==> src/rtl/tt_mux_seq.sv <==
// Sequenced project mux: break-before-make switching between NUM_PROJ project wrappers.
// Optional MUX_OW_REG_EN registers the routed output word (one extra cycle of latency).

module tt_mux_seq_slot #(
    parameter int IW_W = 18,
    parameter int OW_W = 24
) (
    input  logic            ena_i,
    input  logic            route_i,
    input  logic [IW_W-1:0] iw_i,
    input  logic [OW_W-1:0] ow_i,
    output logic [IW_W-1:0] iw_o,
    output logic [OW_W-1:0] ow_o
);
    assign iw_o = ena_i   ? iw_i : '0;
    assign ow_o = route_i ? ow_i : '0;
endmodule

module tt_mux_seq #(
    parameter int NUM_PROJ      = 8,
    parameter int ADDR_W        = 5,
    parameter int IW_W          = 18,
    parameter int OW_W          = 24,
    parameter int GUARD_CYCLES  = 2,
    parameter int SETTLE_CYCLES = 3
) (
    input  logic                     clk_i,
    input  logic                     rst_i,
    input  logic                     ena_i,
    input  logic [ADDR_W-1:0]        addr_i,
    input  logic [IW_W-1:0]          iw_i,
    input  logic [NUM_PROJ*OW_W-1:0] proj_ow_i,
    output logic [NUM_PROJ-1:0]      proj_ena_o,
    output logic [NUM_PROJ*IW_W-1:0] proj_iw_o,
    output logic [OW_W-1:0]          ow_o,
    output logic                     busy_o,
    output logic                     err_o
);
    localparam int CNT_MAX = (GUARD_CYCLES > SETTLE_CYCLES) ? GUARD_CYCLES : SETTLE_CYCLES;
    localparam int CNT_W   = (CNT_MAX > 0) ? $clog2(CNT_MAX + 1) : 1;
    localparam logic [CNT_W-1:0] GUARD_C  = CNT_W'(GUARD_CYCLES);
    localparam logic [CNT_W-1:0] SETTLE_C = CNT_W'(SETTLE_CYCLES);

    typedef enum logic [1:0] {S_IDLE, S_ON, S_ACTIVE, S_OFF} state_t;

    typedef struct packed {
        logic              vld;
        logic [ADDR_W-1:0] idx;
    } req_t;

    req_t               req_q;
    logic               err_q;
    state_t             state_q;
    logic [ADDR_W-1:0]  cur_q;
    logic [CNT_W-1:0]   cnt_q;
    logic [NUM_PROJ-1:0] proj_ena_q;

    logic addr_ok;
    logic req_hit;

    assign addr_ok = ({1'b0, addr_i} < (ADDR_W+1)'(NUM_PROJ));
    assign req_hit = req_q.vld && (req_q.idx == cur_q);

    function automatic logic [NUM_PROJ-1:0] onehot(input logic [ADDR_W-1:0] idx);
        logic [NUM_PROJ-1:0] oh;
        oh = '0;
        for (int k = 0; k < NUM_PROJ; k++) begin
            oh[k] = (idx == ADDR_W'(k));
        end
        return oh;
    endfunction

    // Out-of-range requests collapse to "none" so the FSM only ever sees legal slots.
    always_ff @(posedge clk_i or posedge rst_i) begin
        if (rst_i) begin
            req_q <= '0;
            err_q <= 1'b0;
        end else begin
            req_q.vld <= ena_i && addr_ok;
            req_q.idx <= (ena_i && addr_ok) ? addr_i : '0;
            err_q     <= ena_i && !addr_ok;
        end
    end

    // Enables are loaded alongside the state transition so they track the next state.
    always_ff @(posedge clk_i or posedge rst_i) begin
        if (rst_i) begin
            state_q    <= S_IDLE;
            cur_q      <= '0;
            cnt_q      <= '0;
            proj_ena_q <= '0;
        end else begin
            case (state_q)
                S_IDLE: begin
                    if (req_q.vld) begin
                        cur_q      <= req_q.idx;
                        cnt_q      <= SETTLE_C;
                        state_q    <= S_ON;
                        proj_ena_q <= onehot(req_q.idx);
                    end
                end
                S_ON: begin
                    if (!req_hit) begin
                        cnt_q      <= GUARD_C;
                        state_q    <= S_OFF;
                        proj_ena_q <= '0;
                    end else if (cnt_q == '0) begin
                        state_q <= S_ACTIVE;
                    end else begin
                        cnt_q <= cnt_q - 1'b1;
                    end
                end
                S_ACTIVE: begin
                    if (!req_hit) begin
                        cnt_q      <= GUARD_C;
                        state_q    <= S_OFF;
                        proj_ena_q <= '0;
                    end
                end
                S_OFF: begin
                    if (cnt_q != '0) begin
                        cnt_q <= cnt_q - 1'b1;
                    end else if (req_q.vld) begin
                        cur_q      <= req_q.idx;
                        cnt_q      <= SETTLE_C;
                        state_q    <= S_ON;
                        proj_ena_q <= onehot(req_q.idx);
                    end else begin
                        state_q <= S_IDLE;
                    end
                end
                default: begin
                    state_q    <= S_IDLE;
                    proj_ena_q <= '0;
                end
            endcase
        end
    end

    logic [NUM_PROJ-1:0]           route;
    logic [NUM_PROJ-1:0][OW_W-1:0] proj_ow_a;
    logic [NUM_PROJ-1:0][OW_W-1:0] slot_ow;
    logic [NUM_PROJ-1:0][IW_W-1:0] slot_iw;
    logic [OW_W-1:0]               ow_mux;

    assign proj_ow_a = proj_ow_i;
    assign route     = (state_q == S_ACTIVE) ? proj_ena_q : '0;

    for (genvar k = 0; k < NUM_PROJ; k++) begin : g_slot
        tt_mux_seq_slot #(
            .IW_W (IW_W),
            .OW_W (OW_W)
        ) u_slot (
            .ena_i   (proj_ena_q[k]),
            .route_i (route[k]),
            .iw_i    (iw_i),
            .ow_i    (proj_ow_a[k]),
            .iw_o    (slot_iw[k]),
            .ow_o    (slot_ow[k])
        );
    end

    // At most one route bit is set, so an OR across slots is the mux.
    always_comb begin
        ow_mux = '0;
        for (int k = 0; k < NUM_PROJ; k++) begin
            ow_mux = ow_mux | slot_ow[k];
        end
    end

`ifdef MUX_OW_REG_EN
    logic [OW_W-1:0] ow_q;

    always_ff @(posedge clk_i or posedge rst_i) begin
        if (rst_i) begin
            ow_q <= '0;
        end else begin
            ow_q <= ow_mux;
        end
    end

    assign ow_o = ow_q;
`else
    assign ow_o = ow_mux;
`endif

    assign proj_ena_o = proj_ena_q;
    assign proj_iw_o  = slot_iw;
    assign busy_o     = (state_q == S_ON) || (state_q == S_OFF);
    assign err_o      = err_q;

endmodule

==> config.mk <==
export PLATFORM = sky130hd
export DESIGN_NAME = tt_mux_seq
export DESIGN_NICKNAME = d
export VERILOG_FILES = /design/src/rtl/tt_mux_seq.sv
export SDC_FILE = /design/constraint.sdc
export NUM_CORES = 1
export LEC_CHECK = 0
export ABC_CLOCK_PERIOD_IN_PS = 1540
export BUFFER_PORTS_ARGS = -buffer_cell sky130_fd_sc_hd__buf_4
export CAP_MARGIN = 0
export CORE_AREA = 2 2 155 157
export CTS_BUF_LIST = sky130_fd_sc_hd__clkbuf_4
export DETAILED_ROUTE_END_ITERATION = 16
export DIE_AREA = 0 0 157 159
export SETUP_SLACK_MARGIN = 0.2
export SLEW_MARGIN = 20
export SYNTH_ARGS = -nofsm -noshare
export SYNTH_HDL_FRONTEND = slang
export SYNTH_SLANG_ARGS = --single-unit
==> constraint.sdc <==
create_clock -name clk_i -period 1.54 [get_ports clk_i]
set_input_delay 0.308 -clock clk_i [delete_from_list [all_inputs] [get_ports clk_i]]
set_output_delay 0.308 -clock clk_i [all_outputs]
set_load 0.05 [all_outputs]
==> results.md, run 1 <==
Die:
- 396 I/O pins were placed.
- The overall die height is between 150 and 200 um.
- The initialized floorplan defines 56 standard-cell rows.
- The horizontal die dimension is ~160 um.
- The area inside the core boundary is between 0.02 and 0.025 mm2.
- The initial utilization of the core area, before any placement, comes to 0.142.
- The die outline area is roughly 0.025 mm2.

Cells and area:
- The library cell used most frequently in the layout, excluding fill and tap cells, is sky130_fd_sc_hd__buf_4.
- The final layout contains 1105 nets.
- The area growth from synthesis to layout is 197%.
- The finished cells cover 0.00983 mm2.
- The layout has approximately 2200 filler cells.
- In the final layout, the share of cells above drive strength 1 is 0.874.
- In the layout the commonest cells are sky130_fd_sc_hd__buf_4, sky130_fd_sc_hd__buf_6, sky130_fd_sc_hd__and2_2, sky130_fd_sc_hd__buf_8, sky130_fd_sc_hd__and2_4.

Synthesis:
- The mapped netlist covers approximately 0.0033 mm2.
- Yosys mapped the design onto 43 distinct sky130hd cell types.
- The instance count of the mapped netlist is between 400 and 500.
- The share of the yosys chip area belonging to registers is 0.182.
- The yosys synthesis warning count is 0.
- The mean post-synth cell area is 7.70 um2.
- In this run, synthesis produced a sequential element count of 24.

Clocking:
- The maximum level of the CTS H-tree is 1.
- The number of buffers inserted during clock tree synthesis is 3.
- The CTS tree is yes.
- For the worst-skew pair, the clock arrives at the later sink with an insertion delay of 0.32 ns.
- Clock-pin slew was measured on the worst setup and hold paths at roughly 0.14 ns.
- The tree is rooted in a sky130_fd_sc_hd__clkbuf_4.
- The total number of clock tree sinks is 24.
- The clock passes through at most 2 buffers.
- Hold repair after CTS inserted 0 buffers.

STA:
- Setup violations remaining at the end of the flow were counted as roughly 190.
- The setup slack after layout is -0.410 ns.
- On the final layout, the worst clock skew is 0.0137 ns.
- Setup repair after global routing could not meet its margin everywhere.
- The final count of pins violating max slew is 0.
- In the finished design, the share of the clock period the worst path needs comes to 1.27.
- Timing would allow up to 513 MHz.
- The final number of hold-violating endpoints was 0.
- The shortest period the worst path allows is 1.95 ns.
- For the final routed database, the setup TNS stands at -42.28 ns.

Setup path:
- The required time of the critical path is around 1.2 ns.
- The largest driver fanout on the critical path is 7.
- The setup path with the least slack is of type reg -> out.
- The kind of end point of the critical path is an output port.
- STA puts the critical path data arrival time at between 1.5 and 2 ns.
- The worst setup path is launched from a flip-flop.
- The number of cells traversed by the worst register-to-register path is 7.

Global routing:
- The all-layer global routing usage is 0.178.
- For this run the aggregate overflow at the end of global routing stands at 0.
- The maximum number of pins on one net before global-route repair is 26.
- The wire length of the first global-routing pass is ~34000 um.
- The number of global-route vias before repair came to 5220.
- The number of antenna violations at the first check in global routing came to 2.

Run:
- The number of max-cap violations is 0.

Power:
- Across the VDD grid, the largest voltage drop is roughly 0.8 mV.
- In this run the static leakage power is around 4.2 nW.
- The total power density per cell area is 766 mW/mm2.

Route:
- The routed length per placed instance is 20.7 um.
- The length of the first detailed-routing pass in iterations is 6.
- Summing over every cut layer, the via total after detailed routing is ~5400.
- The final routed DRC violation total is 0.
- The antenna violation net count after detailed routing is 0.
- The routed wire length is 24900 um.
- In the routed layout, each cell is associated on average with a via count of between 4 and 5.
- The first routing iteration left 291 violations.

Place:
- Summing all placed instances gives a cell area of 0.00789 mm2.
- The total of buffers placed on input and output ports is 395.
- At the placement stage, the worst setup path has a slack of -0.204 ns.
- After legalization and detailed placement, the total HPWL measured about 19000 um.
- The routability congestion estimate is 0.900.

Outcome:
- The checks that failed: setup timing.
- The flow ran to the end, but the final reports show violations.

Worst hold path:
- In this run the worst hold path is classified as in -> async.
[repair_timing]
| action | CTS | global route |
|---|---|---|
| gates resized for setup | 325 | 101 |
| setup endpoints to repair | 194 | 194 |
| pin swaps | 5 | 16 |
| cloned | 5 | 3 |
| setup buffers | 21 | 8 |
[flip-flops by register name (all words and copies together) (netlist names)]
signal / flops
cnt_q: 2
cur_q: 5
err_o: 1
proj_ena_o: 8
req_q: 6
state_q: 2
[worst max-delay path: stages, from the launching register on]
cell and delay, ns:
sky130_fd_sc_hd__dfrtp_1 0.43, sky130_fd_sc_hd__inv_2 0.09, sky130_fd_sc_hd__ha_4 0.16, sky130_fd_sc_hd__inv_8 0.07
sky130_fd_sc_hd__buf_12 0.14, sky130_fd_sc_hd__a41oi_4 0.23, sky130_fd_sc_hd__buf_6 0.20
[logic make-up (layout without fill, tap and decap cells)]
kind of cell / Yosys count / in the layout / share of synthesized area
other: 1 / 4 / 0.00113
muxes: 7 / 7 / 0.0235
xor gates and xnor gates: 5 / 5 / 0.0178
DFF: 24 / 24 / 0.182
buffers and inverters: 66 / 516 / 0.0852
AOI/OAI and AO/OA: 144 / 144 / 0.341
and+or+nand+nor: 176 / 176 / 0.327
adders and majority gates: 6 / 6 / 0.0227
[final timing paths]
path,slack [ns],end,from
worst max register to register,-0.10,state_q[1]$_DFFE_PP0P_,state_q[1]$_DFFE_PP0P_
worst max-delay path,-0.41,ow_o[22],state_q[0]$_DFFE_PP0P_
min in group clk_i,0.23,req_q[5]$_DFF_PP0_,ena_i
worst min-delay path,0.01,req_q[4]$_DFF_PP0_,rst_i
max in group asynchronous,1.28,proj_ena_o[3]$_DFFE_PP0P_,rst_i
worst min register to register,0.54,cur_q[4]$_DFFE_PP0P_,cur_q[4]$_DFFE_PP0P_
[per-stage QoR]
stage,instances,util,hold WS [ns],power (mW)
2_1_floorplan,430,-,0.323,3.95
3_3_place_gp,1158,0.340,0.378,5.79
3_5_place_dp,1158,0.340,0.384,5.85
4_1_cts,1188,0.403,0.0220,7.09
5_1_grt,1201,0.424,0.0128,7.92
6_report,1201,0.424,0.0137,7.53
[Yosys cell counts (all sizes together)]
cell,instances,share of area
a211oi,1,0.0023
a21boi,1,0.0023
a21o,1,0.0023
a21oi,2,0.0030
a22o,1,0.0027
a22oi,96,0.22
a2bb2oi,1,0.0027
a32o,4,0.012
a41oi,24,0.064
and2,146,0.28
and3,4,0.0076
buf,9,0.020
clkbuf,44,0.051
conb,1,0.0011
dfrtp,24,0.18
ha,6,0.023
inv,13,0.015
mux2,6,0.020
mux2i,1,0.0030
nand2,5,0.0057
nand3,3,0.0045
nand3b,1,0.0023
nand4,4,0.012
nor2,7,0.0080
nor2b,2,0.0038
nor3,2,0.0030
nor4,1,0.0019
o211ai,1,0.0023
o21a,2,0.0045
o21ai,5,0.0076
o221a,1,0.0034
o221ai,1,0.0027
o22ai,1,0.0019
o31ai,1,0.0064
o32a,1,0.0030
or2,1,0.0019
xnor2,5,0.018
[where the power goes]
group / total [mW] / switching [mW] / leakage [nW] / internal (mW)
logic: 6.32 / 3.23 / 3.84 / 3.09
registers: 0.896 / 0.134 / 0.300 / 0.761
clock network: 0.308 / 0.189 / 0.0184 / 0.119
total: 7.53 / 3.55 / 4.16 / 3.97
[per-layer routing]
metal | track usage | wire [um] | vias up
li1 | - | - | 2471
met1 | 0.227 | 10100 | 2640
met2 | 0.324 | 13100 | 221
met3 | 0.0218 | 1320 | 24
met4 | 0.0288 | 316 | 0
met5 | 0 | 0 | -
[area by class of cell]
type	count	area [um2]	share of cell area
Inverter	13	58.8	0.00598
Sequential cell	24	612	0.0623
Multi-Input combinational cell	340	3580	0.364
Clock buffer	4	30.0	0.00306
Antenna cell	2	5.00	0.000509
Tap cell	319	399	0.0406
Timing Repair Buffer	499	5140	0.523
Power figures use the tool's default switching activity.
==> run 2, diff against run 1 <==
Settings changed: RECOVER_POWER set to 100.
==> results.md, run 2 (synthesized netlist as in run 1, its figures left out) <==
Clocking:
- The maximum number of buffers from clock root to sink is 2.
- The clock reaches the later pin of the worst-skew pair after about 0.32 ns.
- Hold repair after CTS inserted 0 buffers.
- The clock drives 24 sinks.
- Clock-pin slew was measured on the worst setup and hold paths at roughly 0.14 ns.
- TritonCTS created 3 clock buffers.
- The maximum level of the CTS H-tree is 1.
- TritonCTS built the clock tree.
- CTS placed an instance of sky130_fd_sc_hd__clkbuf_4 at the clock tree root.

Die:
- The area inside the core boundary is about 0.023 mm2.
- The horizontal die dimension is approximately 160 um.
- In this run the vertical extent of the chip is around 160 um.
- The initial utilization of the core area, before any placement, comes to 0.142.
- The count of boundary I/O pins is ~400.
- The die outline area is 0.0250 mm2.
- The number of placement rows is 56.

Worst hold path:
- The cell count of the worst hold path is 2.
- The class of the tightest hold or removal check is in -> reg.

Place:
- The congestion estimate from routability-driven global placement came to 0.900.
- The area after detailed placement is just under 0.008 mm2.
- The placed cell count is roughly 1200.
- Detailed placement ended at an HPWL of ~19000 um.
- The total of buffers placed on input and output ports is 395.

Cells and area:
- The commonest non-fill, non-tap cell in the layout is sky130_fd_sc_hd__buf_4.
- The finished cells cover 0.00982 mm2.
- The final instance count without filler cells is between 1000 and 1500.
- Measured on the finished design, the core utilization comes to 0.424.
- Leaving out fill and tap cells, the most frequent cells in the layout are sky130_fd_sc_hd__buf_4, sky130_fd_sc_hd__buf_6, sky130_fd_sc_hd__and2_2, sky130_fd_sc_hd__buf_8, sky130_fd_sc_hd__and2_4.
- The count of nets after finishing is 1105.
- The number of fill cells is about 2200.
- In the final layout, the share of cells above drive strength 1 is 0.873.
- Compared with the post-synthesis result, the final layout area differs by 197%.
- The register with the most flip-flops in the layout has 8 of them.

Power:
- Of the total power, combinational logic draws 0.840.
- The clock network fraction of design power is 0.041.
- The static leakage power is roughly 4.2 nW.
- The total power density per cell area is around 770 mW/mm2.
- Power comes to 7.52 mW.
- The internal cell power is slightly below 4 mW.
- The share of total power dissipated in sequential elements is 0.119.
- The worst vdd rail ir drop is between 0.7 and 0.8 mV.
- Of the total power, the share spent switching nets is 0.472.
- In this run the power spent charging and discharging nets is between 3 and 4 mW.

STA:
- Setup repair after global routing could not meet its margin everywhere.
- The final number of hold-violating endpoints was 0.
- The shortest period the worst path allows is roughly 2 ns.
- The final count of pins violating max slew is 0.
- The transition time of the tightest slew-check pin is approximately 1.3 ns.
- The setup slack after layout is -0.411 ns.
- In the finished design, the share of the clock period the worst path needs comes to 1.27.
- Headroom to the max-slew limit came out at 0.139.
- The worst-case clock skew is approximately 0.014 ns.
- For the final routed database, the setup TNS stands at -42.62 ns.
- Static timing analysis puts the maximum clock frequency at a little over 500 MHz.
- The total of endpoints with negative setup slack in the final report is 193.

Setup path:
- The critical path depth is 6.
- The worst setup path is captured at an output port.
- The delay of the slowest cell on the worst path is between 0.4 and 0.5 ns.
- The type of the setup path with the least slack is reg -> out.
- The number of buffer and inverter stages on the critical path is 4.
- Traced cell by cell, the critical path runs through inv_2 -> ha_4 -> inv_8 -> buf_12 -> a41oi_4 -> buf_6.
- At the worst endpoint, the arrival time is approximately 1.6 ns.
- For the worst flop-to-flop path, the logic depth is 7.
- The worst setup path is launched from a flip-flop.
- Of all nets on the critical path, the largest fanout is 7.
- The cell type of the slowest stage on the worst timing path is sky130_fd_sc_hd__dfrtp_1.
- The kind of cell with the highest combined delay on the critical path is buffers and inverters.
- STA puts the critical path data required time at approximately 1.2 ns.

Global routing:
- The final global-route overflow total is 0.
- Entering global routing, the biggest net connects 26 pins.
- The all-layer global routing usage is 0.178.
- The number of antenna violations at the first check in global routing is 2.
- The wire length of the first global-routing pass is about 34000 um.
- The number of global-route vias before repair was roughly 5200.

Route:
- Summed over all layers, the routed wires come to about 25000 um.
- The first TritonRoute pass finished after 4 iterations.
- Using the TritonRoute via totals, the vias-per-cell ratio works out to roughly 4.5.
- The final routed DRC violation total is 0.
- The antenna violation net count after detailed routing is 0.
- The first routing iteration left 282 violations.
- The via count is around 5400.
- The routed length per placed instance is slightly above 20 um.

Run:
- The number of max-cap violations is 0.

Outcome:
- The final reports fail on setup timing.
- The run finished, with violations left.
## run 2: cell types whose count changed in the layout (fill, tap and decap cells not counted), sizes merged
| cell | before | now |
|---|---|---|
| buf | 496 | 492 |
| clkbuf | 7 | 11 |
## run 2: final timing paths
kind	from	to	slack [ns]
min in group asynchronous	rst_i	cur_q[4]$_DFFE_PP0P_	0.40
worst min register to register	cur_q[4]$_DFFE_PP0P_	cur_q[4]$_DFFE_PP0P_	0.54
max in group asynchronous	rst_i	proj_ena_o[0]$_DFFE_PP0P_	0.31
worst max register to register	state_q[1]$_DFFE_PP0P_	state_q[1]$_DFFE_PP0P_	-0.10
worst min-delay path	ena_i	req_q[5]$_DFF_PP0_	0.23
worst max-delay path	state_q[0]$_DFFE_PP0P_	ow_o[22]	-0.41
## run 2: area by class of cell
class / count / area, um2 / share of cell area
Clock buffer: 4 / 30.0 / 0.00306
Antenna cell: 2 / 5.00 / 0.000510
Multi-Input combinational cell: 340 / 3580 / 0.365
Tap cell: 319 / 399 / 0.0406
Inverter: 13 / 58.8 / 0.00599
Sequential cell: 24 / 612 / 0.0623
Timing Repair Buffer: 499 / 5140 / 0.523
## run 2: per-stage QoR
step	hold slack, ns	setup slack (ns)
3_5_place_dp	0.384	-0.204
4_1_cts	0.0220	-0.416
3_3_place_gp	0.378	-0.191
6_report	0.227	-0.411
5_1_grt	0.204	-0.483
2_1_floorplan	0.323	-0.0581
## run 2: what timing repair did
| item | in CTS | in global routing |
|---|---|---|
| setup buffers | 21 | 8 |
| resized for setup | 325 | 101 |
| endpoints found under the setup margin | 194 | 194 |
| pin swaps | 5 | 16 |
| cloned | 5 | 3 |
## run 2: layer usage
metal,up-vias,global-route usage,share of wire
met3,24,0.0218,0.054
met5,-,0,0
met1,2633,0.227,0.41
met2,225,0.324,0.53
li1,2469,-,-
met4,0,0.0288,0.013
## run 2: worst register-to-register path, cell delays in order, from the launching register on
cell and delay, ns:
sky130_fd_sc_hd__dfrtp_2 0.47, sky130_fd_sc_hd__buf_6 0.13, sky130_fd_sc_hd__inv_4 0.06, sky130_fd_sc_hd__ha_4 0.15
sky130_fd_sc_hd__buf_6 0.11, sky130_fd_sc_hd__a21oi_4 0.05, sky130_fd_sc_hd__o31ai_4 0.25, sky130_fd_sc_hd__mux2_4 0.32
## run 2: power groups by stage
stage / Combinational, mW / Sequential [mW] / Clock, mW
final: 6.32 / 0.896 / 0.309
after global routing: 6.65 / 0.914 / 0.357
after CTS: 5.86 / 0.900 / 0.325
after detailed placement: 4.94 / 0.904 / 0
after global placement: 4.90 / 0.894 / 0
after floorplan: 3.08 / 0.869 / 0
==> run 3, diff against run 2 <==
Settings changed: ABC_CLOCK_PERIOD_IN_PS 1540 to 1700, MAX_ROUTING_LAYER set to met4.
Clock period 1.54 ns to 1.7 ns, I/O delays scaled along.
==> results.md, run 3 (synthesized netlist as in run 1, its figures left out) <==
Route:
- The routed wire length is 25800 um.
- The routed length per placed instance is about 22 um.
- The routed layout has 5317 vias.
- The starting DRC count in detailed routing is around 340.
- Detailed routing placed a total of about 1500 um of wire on met3.
- The count of nets left with antenna violations once routing finished came out at 0.
- The final routed DRC violation total is 0.
- The pre-antenna-repair detailed-routing pass consisted of 4 iterations.
- The met1 wire length is between 10000 and 15000 um.
- In this run the top signal layer used is met4.
- The number of vias per cell is between 4 and 5.
- Summed over all nets, wire length on met2 after detailed routing comes to roughly 14000 um.

Clocking:
- Clock-pin slew was measured on the worst setup and hold paths at approximately 0.15 ns.
- The maximum level of the CTS H-tree is 1.
- Clock tree synthesis found a total of 24 sinks.
- The CTS tree is yes.
- CTS placed an instance of sky130_fd_sc_hd__clkbuf_4 at the clock tree root.
- No sink is reached through more buffers than the 2 on the longest clock path.
- TritonCTS created 3 clock buffers.
- The clock latency on the worst-skew pair is ~0.33 ns.
- The total of hold buffers inserted after clock tree synthesis is 0.

Die:
- The number of placement rows is 56.
- The die is roughly 160 um tall.
- In this run the standard cell core region covers ~0.023 mm2.
- The die covers ~0.025 mm2.
- In this run the count of I/O pins placed on the die edge is 396.
- The initial utilization of the core area, before any placement, comes to 0.142.
- The horizontal die dimension is between 150 and 200 um.

STA:
- Of the available clock period, the critical path in the final layout requires 1.17.
- The final number of hold-violating endpoints is 0.
- Setup repair after global routing could not meet its margin everywhere.
- After layout, the worst setup slack is -0.290 ns.
- Measured against its own limit, the worst slew margin works out to 0.0544.
- Between clock sinks in the finished design, the worst skew comes to between 0.008 and 0.009 ns.
- At the pin with the least slew margin, the transition time is around 1.4 ns.
- The final count of pins violating max slew is 0.
- The worst path in the final design needs a cycle of about 2 ns, including I/O delays and setup.
- Setup violations remaining at the end of the flow were counted as between 100 and 150.
- The maximum frequency from static timing analysis is ~500 MHz.

Cells and area:
- The area growth from synthesis to layout is 192%.
- The number of flip-flops in the largest register is 8.
- For this run, the post-layout net count is 1089.
- The final instance count without filler cells is roughly 1200.
- At the end of the flow the core is filled with cells to 0.415.
- The post-route cell area is roughly 0.0096 mm2.
- The fraction of layout cells with a size suffix above 1 is 0.838.
- Leaving out fill and tap cells, the most frequent cells in the layout are sky130_fd_sc_hd__buf_4, sky130_fd_sc_hd__buf_6, sky130_fd_sc_hd__and2_4, sky130_fd_sc_hd__a22oi_2, sky130_fd_sc_hd__buf_8.
- Leaving out fill and tap cells, the most frequent cell in the layout is sky130_fd_sc_hd__buf_4.

Global routing:
- The number of antenna violations at the first check in global routing is 3.
- Entering global routing, the biggest net connects 25 pins.
- The first global-routing pass estimated roughly 32000 um of wire.
- The all-layer global routing usage is 0.176.
- The number of global-route vias before repair is around 5000.
- The final global-route overflow total is 0.

Setup path:
- For the worst setup path, the data required time is ~1.4 ns.
- Traced cell by cell, the critical path runs through buf_12 -> a22oi_2 -> buf_4 -> a41oi_4 -> buf_6.
- The worst setup path is of the reg -> out kind.
- The cell type of the slowest stage on the worst timing path is sky130_fd_sc_hd__dfrtp_2.
- The largest driver fanout on the critical path is 22.
- The arrival time reported for the critical path endpoint is between 1.5 and 2 ns.
- STA classifies the critical path endpoint as an output port.
- The delay of the slowest cell on the worst path is around 0.46 ns.
- The startpoint kind of the worst setup timing path is a flip-flop.

Worst hold path:
- The class of the tightest hold or removal check is in -> reg.

Place:
- In this run the cell area measured after placement is ~0.0076 mm2.
- Counting tap cells, the placed design contains a total of roughly 1100 instances.
- Buffers placed on the I/O ports in this run total 395.
- The routability congestion estimate is between 0.9 and 1.
- The worst slack at placement is -0.0556 ns.
- The HPWL after detailed placement is 18600 um.

Power:
- The analysis attributes to cell leakage a power of between 4 and 5 nW.
- IR analysis of the VDD net gives a maximum drop of just over 0.7 mV.
- The total power density per cell area is around 700 mW/mm2.

Outcome:
- The run finished, with violations left.
- The final reports fail on setup timing.

Run:
- Max-cap violations in this run came to 0.
## run 3: changes by cell type in the layout (fill, tap and decap cells not counted), moves of 6 or more
| cell | change |
|---|---|
| sky130_fd_sc_hd__and2_2 | -82 |
| sky130_fd_sc_hd__and2_4 | +47 |
| sky130_fd_sc_hd__and2_1 | +29 |
| sky130_fd_sc_hd__buf_8 | -26 |
| sky130_fd_sc_hd__buf_6 | +16 |
| sky130_fd_sc_hd__a22oi_1 | -13 |
| sky130_fd_sc_hd__a22oi_2 | +13 |
| sky130_fd_sc_hd__buf_4 | -9 |
| sky130_fd_sc_hd__and2_0 | +6 |
## run 3: critical path, delay by kind of cell (launching register included)
kind                   cells  cell delay (ns)
buffers and inverters      3             0.50
flip-flops                 1             0.46
AO/OA/AOI/OAI              2             0.33
## run 3: final timing paths
path | slack, ns | cells past startpoint | endpoint | from
min | 0.24 | 2 | req_q[1]$_DFF_PP0_ | addr_i[1]
max | -0.29 | 5 | ow_o[19] | proj_ena_o[2]$_DFFE_PP0P_
min reg2reg | 0.56 | 1 | cur_q[4]$_DFFE_PP0P_ | cur_q[4]$_DFFE_PP0P_
max reg2reg | 0.02 | 7 | proj_ena_o[3]$_DFFE_PP0P_ | state_q[0]$_DFFE_PP0P_
min in group asynchronous | 0.46 | 3 | cur_q[3]$_DFFE_PP0P_ | rst_i
max in group asynchronous | 0.30 | 3 | proj_ena_o[2]$_DFFE_PP0P_ | rst_i
## run 3: power breakdown
group          leakage [nW]  internal (mW)  switching, mW
registers             0.300          0.690          0.129
logic                  3.72           2.60           2.87
clock network        0.0280          0.239          0.192
## run 3: per-stage QoR
step	total power, mW	hold WS, ns	setup TNS (ns)
2_1_floorplan	3.45	0.355	0
3_3_place_gp	4.99	0.424	-0.111
3_5_place_dp	5.00	0.423	-0.135
4_1_cts	5.76	0.0476	-10.38
5_1_grt	7.04	0.215	-21.71
6_report	6.73	0.236	-13.98
## run 3: cell type report
class / instances / area [um2]
antenna: 3 / 7.51
clock buffer: 3 / 22.5
tap: 319 / 399
sequential: 24 / 612
clock inverter: 1 / 30.0
timing repair buffer: 483 / 4890
fill: 2263 / 13600
inverter: 13 / 56.3
multi-input combinational: 340 / 3610
## run 3: routing by layer
| layer | vias up | global-route usage |
|---|---|---|
| met5 | - | - |
| met4 | 0 | 0.0300 |
| met3 | 26 | 0.0220 |
| met2 | 214 | 0.316 |
| met1 | 2640 | 0.210 |
| li1 | 2437 | - |
## run 3: repair_timing
| item | 4_1_cts | 5_1_grt |
|---|---|---|
| pin swaps | 8 | 40 |
| gates cloned | 1 | 10 |
| resized for setup | 224 | 249 |
| buffers inserted | 12 | 7 |
| endpoints found under the setup margin | 194 | 194 |
